===== src/rtl/morph_filter_engine.sv =====
`default_nettype none
// ============================================================================
// Module      : morph_filter_engine
// Description : Streams a binary image out of the source ROM in raster order,
//               applies a 3x3 binary dilation (OR) or erosion (AND) and writes
//               the filtered image to the frame RAM. Raises dilation_done or
//               erosion_done when the pass completes.
// Ports       : clk, rst_n            - clock, async active-low reset
//               dilation_en/erosion_en - level pass requests
//               rom_rd/rom_addr/rom_data - source ROM read (1-cycle latency)
//               ram_we/ram_addr/ram_data - frame RAM write
//               busy                    - pass in progress (RUN/FLUSH)
//               dilation_done/erosion_done - level completion flags
// Revision    : 1.0 - initial release
// ============================================================================
module morph_filter_engine #(
    parameter int IMG_W  = 160,
    parameter int IMG_H  = 120,
    parameter int ADDR_W = 15
) (
    input  logic              clk,
    input  logic              rst_n,
    input  logic              dilation_en,
    input  logic              erosion_en,
    output logic              rom_rd,
    output logic [ADDR_W-1:0] rom_addr,
    input  logic              rom_data,
    output logic              ram_we,
    output logic [ADDR_W-1:0] ram_addr,
    output logic              ram_data,
    output logic              busy,
    output logic              dilation_done,
    output logic              erosion_done
);

    localparam int                 WIN       = 2 * IMG_W + 3;
    localparam logic [ADDR_W-1:0] LAST_PIX  = ADDR_W'(IMG_W * IMG_H - 1);
    localparam logic [ADDR_W-1:0] CEN_START = ADDR_W'(IMG_W + 1);
    localparam logic [ADDR_W-1:0] LAST_X    = ADDR_W'(IMG_W - 1);
    localparam logic [ADDR_W-1:0] LAST_Y    = ADDR_W'(IMG_H - 1);
    localparam logic [ADDR_W-1:0] ONE       = ADDR_W'(1);

    typedef enum logic [3:0] {
        S_IDLE  = 4'b0001,
        S_RUN   = 4'b0010,
        S_FLUSH = 4'b0100,
        S_DONE  = 4'b1000
    } state_t;

    state_t            r_state;
    state_t            w_state_nxt;
    logic              r_mode;        // 0 = dilation, 1 = erosion
    logic [ADDR_W-1:0] r_rd_addr;
    logic              r_rd_d;        // rom_data is valid this cycle
    logic              r_cen;         // window center holds a real pixel
    logic [ADDR_W-1:0] r_q;
    logic [ADDR_W-1:0] r_cx;
    logic [ADDR_W-1:0] r_cy;
    logic [WIN-2:0]    r_win;
    logic              r_we;
    logic [ADDR_W-1:0] r_waddr;
    logic              r_wdata;

    logic              w_mode_en;
    logic              w_start;
    logic              w_active;
    logic              w_abort;
    logic              w_in;
    logic [WIN-1:0]    w_win;
    logic [8:0]        w_nb;
    logic              w_out;
    logic              w_wr;

    assign w_mode_en = r_mode ? erosion_en : dilation_en;
    assign w_start   = (r_state == S_IDLE) && (dilation_en ^ erosion_en);
    assign w_active  = (r_state == S_RUN) || (r_state == S_FLUSH);
    assign w_abort   = w_active && !w_mode_en;

    // The incoming pixel is the window's newest tap, so the full 2*IMG_W+3
    // window is this input stage plus the registered history. This lets the
    // center of pixel q line up with the read of pixel q+IMG_W+1 and keeps
    // the write at C0+IMG_W+3+q. During FLUSH the padding value is fed in;
    // its content never matters because border masking replaces those taps.
    assign w_in  = r_rd_d ? rom_data : r_mode;
    assign w_win = {r_win, w_in};

    // Tap k positions older than the newest holds pixel (q+IMG_W+1)-k.
    always_comb begin
        w_nb[0] = w_win[IMG_W + 1];
        w_nb[1] = (r_cx != '0)                       ? w_win[IMG_W + 2]     : r_mode;
        w_nb[2] = (r_cx != LAST_X)                   ? w_win[IMG_W]         : r_mode;
        w_nb[3] = (r_cy != '0)                       ? w_win[2*IMG_W + 1]   : r_mode;
        w_nb[4] = (r_cy != '0 && r_cx != '0)         ? w_win[2*IMG_W + 2]   : r_mode;
        w_nb[5] = (r_cy != '0 && r_cx != LAST_X)     ? w_win[2*IMG_W]       : r_mode;
        w_nb[6] = (r_cy != LAST_Y)                   ? w_win[1]             : r_mode;
        w_nb[7] = (r_cy != LAST_Y && r_cx != '0)     ? w_win[2]             : r_mode;
        w_nb[8] = (r_cy != LAST_Y && r_cx != LAST_X) ? w_win[0]             : r_mode;
        w_out   = r_mode ? (&w_nb) : (|w_nb);
    end

    assign w_wr = r_cen && w_active && !w_abort;

    // State register
    always_ff @(posedge clk or negedge rst_n) begin
        if (!rst_n) begin
            r_state <= S_IDLE;
        end else begin
            r_state <= w_state_nxt;
        end
    end

    // Next state and control outputs
    always_comb begin
        w_state_nxt   = r_state;
        rom_rd        = 1'b0;
        rom_addr      = '0;
        busy          = 1'b0;
        dilation_done = 1'b0;
        erosion_done  = 1'b0;
        case (r_state)
            S_IDLE: begin
                if (dilation_en ^ erosion_en) w_state_nxt = S_RUN;
            end
            S_RUN: begin
                rom_rd   = 1'b1;
                rom_addr = r_rd_addr;
                busy     = 1'b1;
                if (w_abort)                    w_state_nxt = S_IDLE;
                else if (r_rd_addr == LAST_PIX) w_state_nxt = S_FLUSH;
            end
            S_FLUSH: begin
                busy = 1'b1;
                if (w_abort)                              w_state_nxt = S_IDLE;
                else if (r_we && (r_waddr == LAST_PIX))   w_state_nxt = S_DONE;
            end
            S_DONE: begin
                dilation_done = !r_mode && dilation_en;
                erosion_done  = r_mode && erosion_en;
                if (!w_mode_en) w_state_nxt = S_IDLE;
            end
            default: w_state_nxt = S_IDLE;
        endcase
    end

    // Datapath: counters, window and registered write port
    always_ff @(posedge clk or negedge rst_n) begin
        if (!rst_n) begin
            r_mode    <= 1'b0;
            r_rd_addr <= '0;
            r_rd_d    <= 1'b0;
            r_cen     <= 1'b0;
            r_q       <= '0;
            r_cx      <= '0;
            r_cy      <= '0;
            r_win     <= '0;
            r_we      <= 1'b0;
            r_waddr   <= '0;
            r_wdata   <= 1'b0;
        end else begin
            r_rd_d <= rom_rd;
            r_win  <= w_win[WIN-2:0];

            if (w_start) begin
                r_mode    <= erosion_en;
                r_rd_addr <= '0;
                r_cen     <= 1'b0;
                r_q       <= '0;
                r_cx      <= '0;
                r_cy      <= '0;
            end else if (w_active) begin
                if (r_state == S_RUN) begin
                    if (r_rd_addr != LAST_PIX) r_rd_addr <= r_rd_addr + ONE;
                    // Pixel IMG_W+1 arriving next cycle completes the first window
                    if (r_rd_addr == CEN_START) r_cen <= 1'b1;
                end
                if (r_cen) begin
                    if (r_q != LAST_PIX) r_q   <= r_q + ONE;
                    else                 r_cen <= 1'b0;
                    if (r_cx == LAST_X) begin
                        r_cx <= '0;
                        r_cy <= r_cy + ONE;
                    end else begin
                        r_cx <= r_cx + ONE;
                    end
                end
            end else begin
                r_cen <= 1'b0;
            end

            r_we    <= w_wr;
            r_waddr <= w_wr ? r_q : '0;
            r_wdata <= w_wr ? w_out : 1'b0;
        end
    end

    assign ram_we   = r_we;
    assign ram_addr = r_waddr;
    assign ram_data = r_wdata;

endmodule
`default_nettype wire


===== config.mk =====
export PLATFORM = sky130hd
export DESIGN_NAME = morph_filter_engine
export DESIGN_NICKNAME = d
export VERILOG_FILES = /design/src/rtl/morph_filter_engine.sv
export SDC_FILE = /design/constraint.sdc
export NUM_CORES = 1
export LEC_CHECK = 0
export ABC_AREA = 1
export CAP_MARGIN = 20
export CORE_ASPECT_RATIO = 1.25
export CORE_MARGIN = 2
export CORE_UTILIZATION = 60
export DETAILED_ROUTE_END_ITERATION = 10
export PLACE_DENSITY = 0.78
export SLEW_MARGIN = 5
export SYNTH_ARGS = -nofsm -noshare
export SYNTH_HDL_FRONTEND = slang
export SYNTH_SLANG_ARGS = --single-unit

===== constraint.sdc =====
create_clock -name clk -period 2 [get_ports clk]
set_clock_uncertainty 0.1 [all_clocks]
set_input_delay 0.5 -clock clk [delete_from_list [all_inputs] [get_ports clk]]
set_output_delay 0.5 -clock clk [all_outputs]
set_load 0.01 [all_outputs]

==> results of run 1 <==
[repair_timing]
item,CTS,global route
setup endpoints to repair,90,77
pin swaps,10,25
buffers inserted,14,15
hold buffers,1,0
resized for setup,151,129
endpoints found under the hold margin,32,0
gates cloned,2,0
[registers in the layout, indices dropped and copies added (netlist names)]
name,flops
r_cx,15
r_mode,1
ram_data,1
r_cen,1
ram_we,1
r_state,4
r_q,15
ram_addr,15
r_cy,15
r_rd_addr,15
r_win,322
r_rd_d,1
[layout make-up]
type | count | area (um^2) | share of cell area
timing repair buffer | 125 | 1134 | 0.07050
inverter | 90 | 345.3 | 0.02148
multi-input combinational | 457 | 2884 | 0.1794
sequential | 406 | 10160 | 0.6320
clock inverter | 12 | 160.2 | 0.009960
tap | 274 | 342.8 | 0.02132
clock buffer | 52 | 1052 | 0.06544
[layer usage]
layer / up-vias / wire (um)
met5: - / 0
met4: 0 / 1512
met3: 140 / 1471
met2: 364 / 14400
met1: 4042 / 11670
li1: 3404 / -
[stage by stage]
stage	setup TNS, ns	util	cell area (um^2)
after global routing	-9.203	0.7670	16080
after CTS	-4.323	0.7402	15520
after global placement	-20.26	0.6715	14080
final	-5.690	0.7670	16080
after floorplan	0	-	12880
after detailed placement	-25.44	0.6715	14080
[worst max-delay path, cell delays in order (launching register included)]
cell and delay [ns]:
dfrtp_1 0.44, nor2_4 0.15, inv_2 0.06, nor3_4 0.14, inv_2 0.09, nor3_2 0.11, buf_2 0.15
[cells in the final DEF, fill, tap and decap left out, types with 14 or more instances in the layout]
cell             n
buf_2           14
buf_4           60
buf_6           20
clkbuf_16       37
dfrtp_1        404
dlygate4sd2_1   16
inv_1           75
nand2_1        115
nand3_1         37
nand4_1         16
nor2_1          71
nor2_2          21
nor2_4          16
nor3_1          15
o21ai_0         17
[worst max-delay path by stage]
stage	startpoint	to	slack, ns	cells after the start
6_report	r_state[1]$_DFFE_PN0P_	dilation_done	-0.27	6
5_1_grt	r_state[1]$_DFFE_PN0P_	dilation_done	-0.32	6
4_1_cts	r_state[2]$_DFFE_PN0P_	rom_addr[10]	-0.24	5
3_5_place_dp	dilation_en	dilation_done	-0.43	4
3_3_place_gp	dilation_en	dilation_done	-0.38	4
2_1_floorplan	r_state[0]$_DFFE_PN1P_	rom_rd	0.13	5
[cells by family (layout without fill, tap and decap cells)]
logic type	Yosys count	count (layout)	synth area share
buffers and inverters	101	279	0.03022
flip-flops	406	406	0.7891
XOR/XNOR	6	6	0.004081
AO/OA/AOI/OAI	87	87	0.03780
AND/OR/NAND/NOR	356	357	0.1320
adder cells (fa/ha/maj)	7	7	0.006801
[power by group through the flow]
stage | Combinational, mW | Clock (mW) | Sequential [mW]
6_report | 2.39 | 7.10 | 9.05
3_5_place_dp | 1.80 | 0 | 9.14
4_1_cts | 2.08 | 7.25 | 9.06
2_1_floorplan | 0.978 | 0 | 9.04
3_3_place_gp | 1.73 | 0 | 9.12
5_1_grt | 2.59 | 7.60 | 9.09
==> results.yml, run 1 <==
floorplanning:
  die_h_um: 167.8
  rows: 59
  dieWidth_um: 135.0
  coreArea_um2: 20970
  initial_core_util: 0.6142
  die-area_um2: 22660
  pin_count: 41
yosys:
  synthFlopType: "dfrtp_1"
  ys_warn_count: 0
  synth_area_um2: 12880
  post-synth-top-area-cell: "dfrtp_1"
  seq_area_frac_synth: 0.7891
  ys_types: 43
  syn_inst: 963
  synth.most_common_cell: "dfrtp_1"
  postSynthAreaPerCell_um2: 13.37
  syn-num-nets: 975
  synthArstFlopShare: 1.000
  synth-edff-count: 0
  ys_top_cells_by_area: "dfrtp_1, nand2_1, nor2_1"
  ys_ff_latch: 406
  synth_top_area_share: 0.7870
  yosys-top-cells-count: "dfrtp_1, nand2_1, nor2_1"
sta:
  max_freq_mhz: 439.7
  finalMaxSlewViolations: 0
  final-hold-violation-count: 0
  setup_ws_ns: -0.2745
  worst_pin_slew_ns: 0.7399
  fin_hold_ws_ns: 0.2422
  setup_viol: 46
  rsz0062_at_grt: "true"
  period_share: 1.137
  slew_headroom: 0.5030
  timing.final.crit_period_ns: 2.274
layout:
  fin_cells: 1416
  fin_nets: 1129
  area_growth_pct: 24.87
  drive_gt1_frac: 0.2671
  fillers: 1105
  diodes: 0
power_and_ir_drop:
  seqPwrFrac: 0.488
  p_leak_nw: 8.074
  total_power_mw: 18.53
  power_frac_clock: 0.383
  power_density_nw_per_um2: 1153
  power.switching_mw: 4.774
  intPower_mw: 13.76
  ir_worst_vdd_mv: 0.9012
  switching_share: 0.2576
  p_comb_frac: 0.129
hold_path:
  hold_class: "reg -> reg"
  holdPathEnd: "r_win[314]$_DFF_PN0_"
  hold_path_depth: 0
  hold_start: "r_win[313]$_DFF_PN0_"
place:
  placedCellCount: 1321
  io_buffers: 40
  place.gp.congestion: 0.8631
  place_hpwl_um: 14690
  pre_cts_slack_ns: -0.4284
detailed_routing:
  postRouteAntennaNets: 0
  drtIter0Drc: 751
  finalWirelength_um: 29060
  first_pass_iters: 5
  post_drt_via_cell_ratio: 5.614
  wl_per_cell_um: 20.52
  vias: 7950
  drcViolationCount: 0
clock_network:
  cts_tree: "built"
  numClockSinks: 406
  numCtsBuffers: 37
  path_clk_slew_ns: 0.06
  h-tree-depth: 2
  clk_latency_ns: 0.53
  clk_path_buf_depth: 3
  cts_root_buf: "clkbuf_16"
setup_path:
  reg2reg_from: "r_state[1]$_DFFE_PN0P_"
  r2r_cells: 12
  critical_path_required_ns: 1.40
  crit_type: "reg -> out"
  crit_path_end_kind: "primary output"
  crit_path_max_fanout: 3
  worst_ep_arrival_time_ns: 1.67
  r2r_setup_slack_ns: -0.13
  worstSetupStartpointType: "flip-flop"
  worst_r2r_endpoint: "r_q[11]$_DFFE_PN0P_"
grt:
  met1_usage: 0.3544
  top_usage_layer: "met2"
  grt_max_degree: 68
  grt_pass1_wl_um: 44840
  grt_pass1_vias: 8394
  antenna_found_initial: 0
  grt_use_met2: 0.4167
  grt_use_total: 0.2581
  use_met3: 0.04185
  overflow: 0
flow_run:
  max-cap-violations: 0
run_status:
  status: "finished with violations"
  violations: "negative setup slack"
Power figures use the tool's default switching activity.
==> run 2: changes to the inputs <==
--- a/config.mk
+++ b/config.mk
@@ -11,6 +11,7 @@
 export CORE_MARGIN = 2
 export CORE_UTILIZATION = 60
 export DETAILED_ROUTE_END_ITERATION = 10
+export GPL_ROUTABILITY_DRIVEN = 0
 export PLACE_DENSITY = 0.78
 export SLEW_MARGIN = 5
 export SYNTH_ARGS = -nofsm -noshare
==> run 2 against run 1 <==
Compared with the run above:
- the flow still finishes with violations (negative setup slack)
- critical path depth fell by 1
- sequential share of layout area did not move
- first-iteration DRC count rose by 8.3%
- sequential power barely moved
- register-to-register slack barely moved
- clock-buffer cell count rose by 3
- combinational power fell by 3%
- global-route usage fell by 0.96 points
- final cell count rose by 0.71%
- critical endpoint is now rom_addr[5]
- highest routed layer is now met5
==> results.yml, run 2 (synthesized netlist as in run 1, its figures left out) <==
run_status:
  status: "finished with violations"
  violations: "negative setup slack"
detailed_routing:
  vias: 8200
  wl_per_cell_um: 20.75
  post_drt_via_cell_ratio: 5.750
  postRouteAntennaNets: 0
  drtIter0Drc: 813
  first_pass_iters: 6
  finalWirelength_um: 29600
  drcViolationCount: 0
layout:
  largest_reg_flops: 322
  finalInstanceArea_um2: 16080
  layout_common_cells: "dfrtp_1, nand2_1, inv_1"
  fin_cells: 1426
  top_register: "r_win"
  fin_nets: 1137
  utilization: 0.7670
  seq_area_um2: 10160
  drive_gt1_frac: 0.2424
  fillers: 1079
  final_common_cell: "dfrtp_1"
  multi_input_area_um2: 2726
  area_growth_pct: 24.87
grt:
  grt_pass1_wl_um: 43580
  grt_pass1_vias: 8161
  antenna_found_initial: 2
  overflow: 0
  grt_use_total: 0.2485
  grt_max_degree: 80
floorplanning:
  initial_core_util: 0.6142
  coreArea_um2: 20970
  die_h_um: 167.8
  die-area_um2: 22660
  dieWidth_um: 135.0
  rows: 59
  pin_count: 41
sta:
  fin_hold_ws_ns: 0.2406
  max_freq_mhz: 429.2
  period_share: 1.165
  final-hold-violation-count: 0
  finalMaxSlewViolations: 0
  setup_ws_ns: -0.3300
  worst_pin_slew_ns: 0.7352
  timing.final.crit_period_ns: 2.330
  rsz0062_at_grt: "true"
  setup_viol: 41
  slew_headroom: 0.5061
clock_network:
  cts_tree: "built"
  cts_root_buf: "clkbuf_16"
  numClockSinks: 406
  clk_path_buf_depth: 3
  clk_latency_ns: 0.53
  numCtsBuffers: 37
  path_clk_slew_ns: 0.06
  h-tree-depth: 2
power_and_ir_drop:
  p_leak_nw: 8.134
  power_density_nw_per_um2: 1146
  ir_worst_vdd_mv: 0.9478
  total_power_mw: 18.43
setup_path:
  crit_path_end_kind: "primary output"
  crit_path_max_fanout: 8
  reg2reg_from: "r_state[2]$_DFFE_PN0P_"
  critical_path_required_ns: 1.40
  worstSetupStartpointType: "flip-flop"
  worst_r2r_endpoint: "r_q[10]$_DFFE_PN0P_"
  r2r_setup_slack_ns: -0.13
  r2r_cells: 13
  worst_ep_arrival_time_ns: 1.73
  crit_type: "reg -> out"
flow_run:
  max-cap-violations: 0
place:
  place_hpwl_um: 14500
  placedCellCount: 1325
  dpl_cell_area_um2: 14120
  io_buffers: 40
hold_path:
  hold_class: "reg -> reg"
  holdPathEnd: "r_win[89]$_DFF_PN0_"
  hold_start: "r_win[88]$_DFF_PN0_"
  hold_path_depth: 0
run 2: what timing repair did:
item | 4_1_cts | 5_1_grt
buffers inserted | 17 | 16
setup endpoints to repair | 59 | 67
pin swaps | 9 | 29
endpoints found under the hold margin | 25 | 0
gates resized for setup | 115 | 129
hold buffers | 1 | 0
gates cloned | 0 | 1
run 2: layer usage:
layer	GRT usage	vias up	routed length, um
met1	0.3440	4124	11450
met4	0.08696	2	1584
met5	0	-	13
met3	0.04577	172	1914
li1	-	3422	-
met2	0.4043	480	14630
run 2: final cells by class:
class                   instances  share of cell area
flip-flops and latches        406              0.6320
repair buffers                134             0.07929
inverters                      90             0.02148
diodes                          1           0.0001556
multi-input cells             456              0.1695
well taps                     274             0.02132
clock inverters                10            0.006303
clock buffers                  55             0.06995
run 2: power by group:
| group | leakage [nW] | switching [mW] | internal, mW | total, mW |
|---|---|---|---|---|
| registers | 5.57 | 0.271 | 8.76 | 9.03 |
| clock network | 0.613 | 3.03 | 4.05 | 7.08 |
| logic | 1.96 | 1.44 | 0.886 | 2.32 |
| total | 8.13 | 4.74 | 13.7 | 18.4 |
run 2: worst max path at each step:
stage / start / endpoint / slack, ns
floorplan: r_state[0]$_DFFE_PN1P_ / rom_rd / 0.13
global placement: dilation_en / dilation_done / -0.38
detailed placement: erosion_en / r_cy[11]$_DFFE_PN0P_ / -0.43
CTS: r_state[0]$_DFFE_PN1P_ / dilation_done / -0.31
global route: r_state[3]$_DFFE_PN0P_ / dilation_done / -0.42
finish: r_state[2]$_DFFE_PN0P_ / rom_addr[5] / -0.33
run 2: critical path: stages, from the launching register on:
cell       delay (ns)
dfrtp_1          0.44
nor2_4           0.18
nand3_4          0.13
clkbuf_16        0.21
nor2_4           0.13
buf_6            0.12
run 2: through the flow:
step | worst slack [ns] | setup TNS (ns)
floorplan | 0.1265 | 0
global placement | -0.3820 | -17.35
detailed placement | -0.4295 | -21.61
CTS | -0.3067 | -4.231
global route | -0.4230 | -10.38
finish | -0.3300 | -6.224
==> run 3: changes to the inputs <==
==> constraint.sdc (replaced) <==
create_clock -name clk -period 2 [get_ports clk]
set_clock_uncertainty 0.1 [all_clocks]
set_input_delay 0.5 -clock clk [delete_from_list [all_inputs] [get_ports clk]]
set_output_delay 0.5 -clock clk [all_outputs]
set_load 0.005 [all_outputs]
==> run 3 against run 2 <==
Compared with the run above:
- largest cell class unchanged
- the flow still finishes with violations (negative setup slack)
- routed wire length rose by 3.9%
- fmax is 0.38% higher
- final area rose by 1.3%
- largest power group unchanged
- sequential cell count unchanged
- sequential power is essentially flat
==> results.yml, run 3 (synthesized netlist as in run 1, its figures left out) <==
power_and_ir_drop:
  p_comb_frac: 0.128
  intPower_mw: 13.86
  seqPwrFrac: 0.481
  power_frac_clock: 0.391
  ir_worst_vdd_mv: 1.142
  switching_share: 0.2611
  power.switching_mw: 4.899
  p_leak_nw: 8.223
  power_density_nw_per_um2: 1151
place:
  pre_cts_slack_ns: -0.4498
  placedCellCount: 1323
  dpl_cell_area_um2: 14100
  io_buffers: 40
  place_hpwl_um: 14330
detailed_routing:
  postRouteAntennaNets: 0
  drtIter0Drc: 754
  wl_per_cell_um: 21.49
  drcViolationCount: 0
  vias: 8096
  routed-wl-met2_um: 15490
  finalWirelength_um: 30750
  post_drt_via_cell_ratio: 5.658
  wl_met1_um: 12410
  top_layer_used: "met4"
  first_pass_iters: 6
  wl_met3_um: 1519
setup_path:
  reg2reg_from: "r_state[2]$_DFFE_PN0P_"
  crit_type: "reg -> out"
  critical_path_required_ns: 1.40
  setup.worst_path.end: "dilation_done"
  r2r_cells: 14
  worst_ep_arrival_time_ns: 1.72
  worstSetupStartpointType: "flip-flop"
  crit_path_max_fanout: 2
  crit_start: "r_state[1]$_DFFE_PN0P_"
  r2r_setup_slack_ns: -0.25
  worst_r2r_endpoint: "r_cy[12]$_DFFE_PN0P_"
  crit_path_end_kind: "primary output"
clock_network:
  path_clk_slew_ns: 0.07
  clk_latency_ns: 0.53
  h-tree-depth: 2
  numCtsBuffers: 36
  numClockSinks: 406
  clk_path_buf_depth: 3
  cts_tree: "built"
  cts_root_buf: "clkbuf_16"
sta:
  max_freq_mhz: 430.8
  period_share: 1.161
  setup_ws_ns: -0.3212
  finalMaxSlewViolations: 0
  setup-tns-final_ns: -7.762
  slew_headroom: 0.4722
  setup_viol: 58
  fin_hold_ws_ns: 0.2439
  timing.final.crit_period_ns: 2.321
  rsz0062_at_grt: "true"
  worst_pin_slew_ns: 0.7845
  final-hold-violation-count: 0
layout:
  finalInstanceArea_um2: 16300
  final_common_cell: "dfrtp_1"
  largest_reg_flops: 322
  top_register: "r_win"
  fin_cells: 1431
  layout_common_cells: "dfrtp_1, nand2_1, inv_1"
  fillers: 1071
  area_growth_pct: 26.55
  diodes: 0
  fin_nets: 1141
  drive_gt1_frac: 0.2852
hold_path:
  hold_class: "reg -> reg"
grt:
  grt_pass1_vias: 8293
  grt_max_degree: 75
  overflow: 0
  grt_use_total: 0.2625
  grt_pass1_wl_um: 45240
  antenna_found_initial: 2
flow_run:
  max-cap-violations: 0
run_status:
  status: "finished with violations"
  violations: "negative setup slack"
floorplanning:
  initial_core_util: 0.6142
  die-area_um2: 22660
  die_h_um: 167.8
  coreArea_um2: 20970
  rows: 59
  dieWidth_um: 135.0
  pin_count: 41
run 3: changes by cell type in the layout (fill, tap and decap cells not counted), moves of 8 or more:
cell      previous run  this run
o21ai_2              2        14
clkbuf_8            11         3
nor2_4              27        15
o21ai_0             29        18
buf_2                2        16
nand2_1            115       107
nor2_2              12        24
run 3: worst min path at each step:
stage / startpoint / end / cells past startpoint
2_1_floorplan: rst_n / r_cen$_DFF_PN0_ / 0
3_3_place_gp: r_win[197]$_DFF_PN0_ / r_win[198]$_DFF_PN0_ / 0
3_5_place_dp: r_win[121]$_DFF_PN0_ / r_win[122]$_DFF_PN0_ / 0
4_1_cts: r_win[66]$_DFF_PN0_ / r_win[67]$_DFF_PN0_ / 0
5_1_grt: r_win[243]$_DFF_PN0_ / r_win[244]$_DFF_PN0_ / 0
6_report: r_win[234]$_DFF_PN0_ / r_win[235]$_DFF_PN0_ / 0
run 3: cell type report:
class | instances | area (um^2) | share of cell area
Timing Repair Buffer | 139 | 1255 | 0.07701
Inverter | 90 | 355.3 | 0.02180
Sequential cell | 406 | 10170 | 0.6239
Clock buffer | 45 | 964.7 | 0.05919
Multi-Input combinational cell | 456 | 2929 | 0.1797
Clock inverter | 21 | 282.8 | 0.01735
Tap cell | 274 | 342.8 | 0.02104
run 3: per-layer routing:
| metal | up-vias | global-route usage |
|---|---|---|
| met5 | - | 0 |
| met4 | 0 | 0.1005 |
| met3 | 118 | 0.04306 |
| met2 | 361 | 0.4235 |
| met1 | 4188 | 0.3675 |
| li1 | 3429 | - |
run 3: power groups by stage:
stage                     registers (mW)  logic [mW]  clock network (mW)
after CTS                           9.02        2.03                7.39
after global placement              9.12        1.74                   0
after floorplan                     9.04       0.971                   0
final                               9.02        2.41                7.33
after detailed placement            9.12        1.79                   0
after global routing                9.07        2.59                7.79
run 3: what timing repair did:
action	CTS	global route
gates resized for setup	149	151
endpoints found under the setup margin	51	85
endpoints found under the hold margin	31	0
hold buffers	1	0
pin swaps	20	34
buffers inserted	21	20
run 3: metrics by stage:
stage	power, mW	utilization
floorplan	10.01	-
global placement	10.86	0.6728
detailed placement	10.92	0.6728
CTS	18.44	0.7458
global route	19.46	0.7773
finish	18.76	0.7773
run 3: worst max-delay path, cell delays in order (launching register included):
cell and delay [ns]:
dfrtp_1 0.40, nor2_2 0.17, inv_2 0.06, nor3_4 0.14, inv_2 0.06, buf_6 0.13, nor3_4 0.09, buf_2 0.13
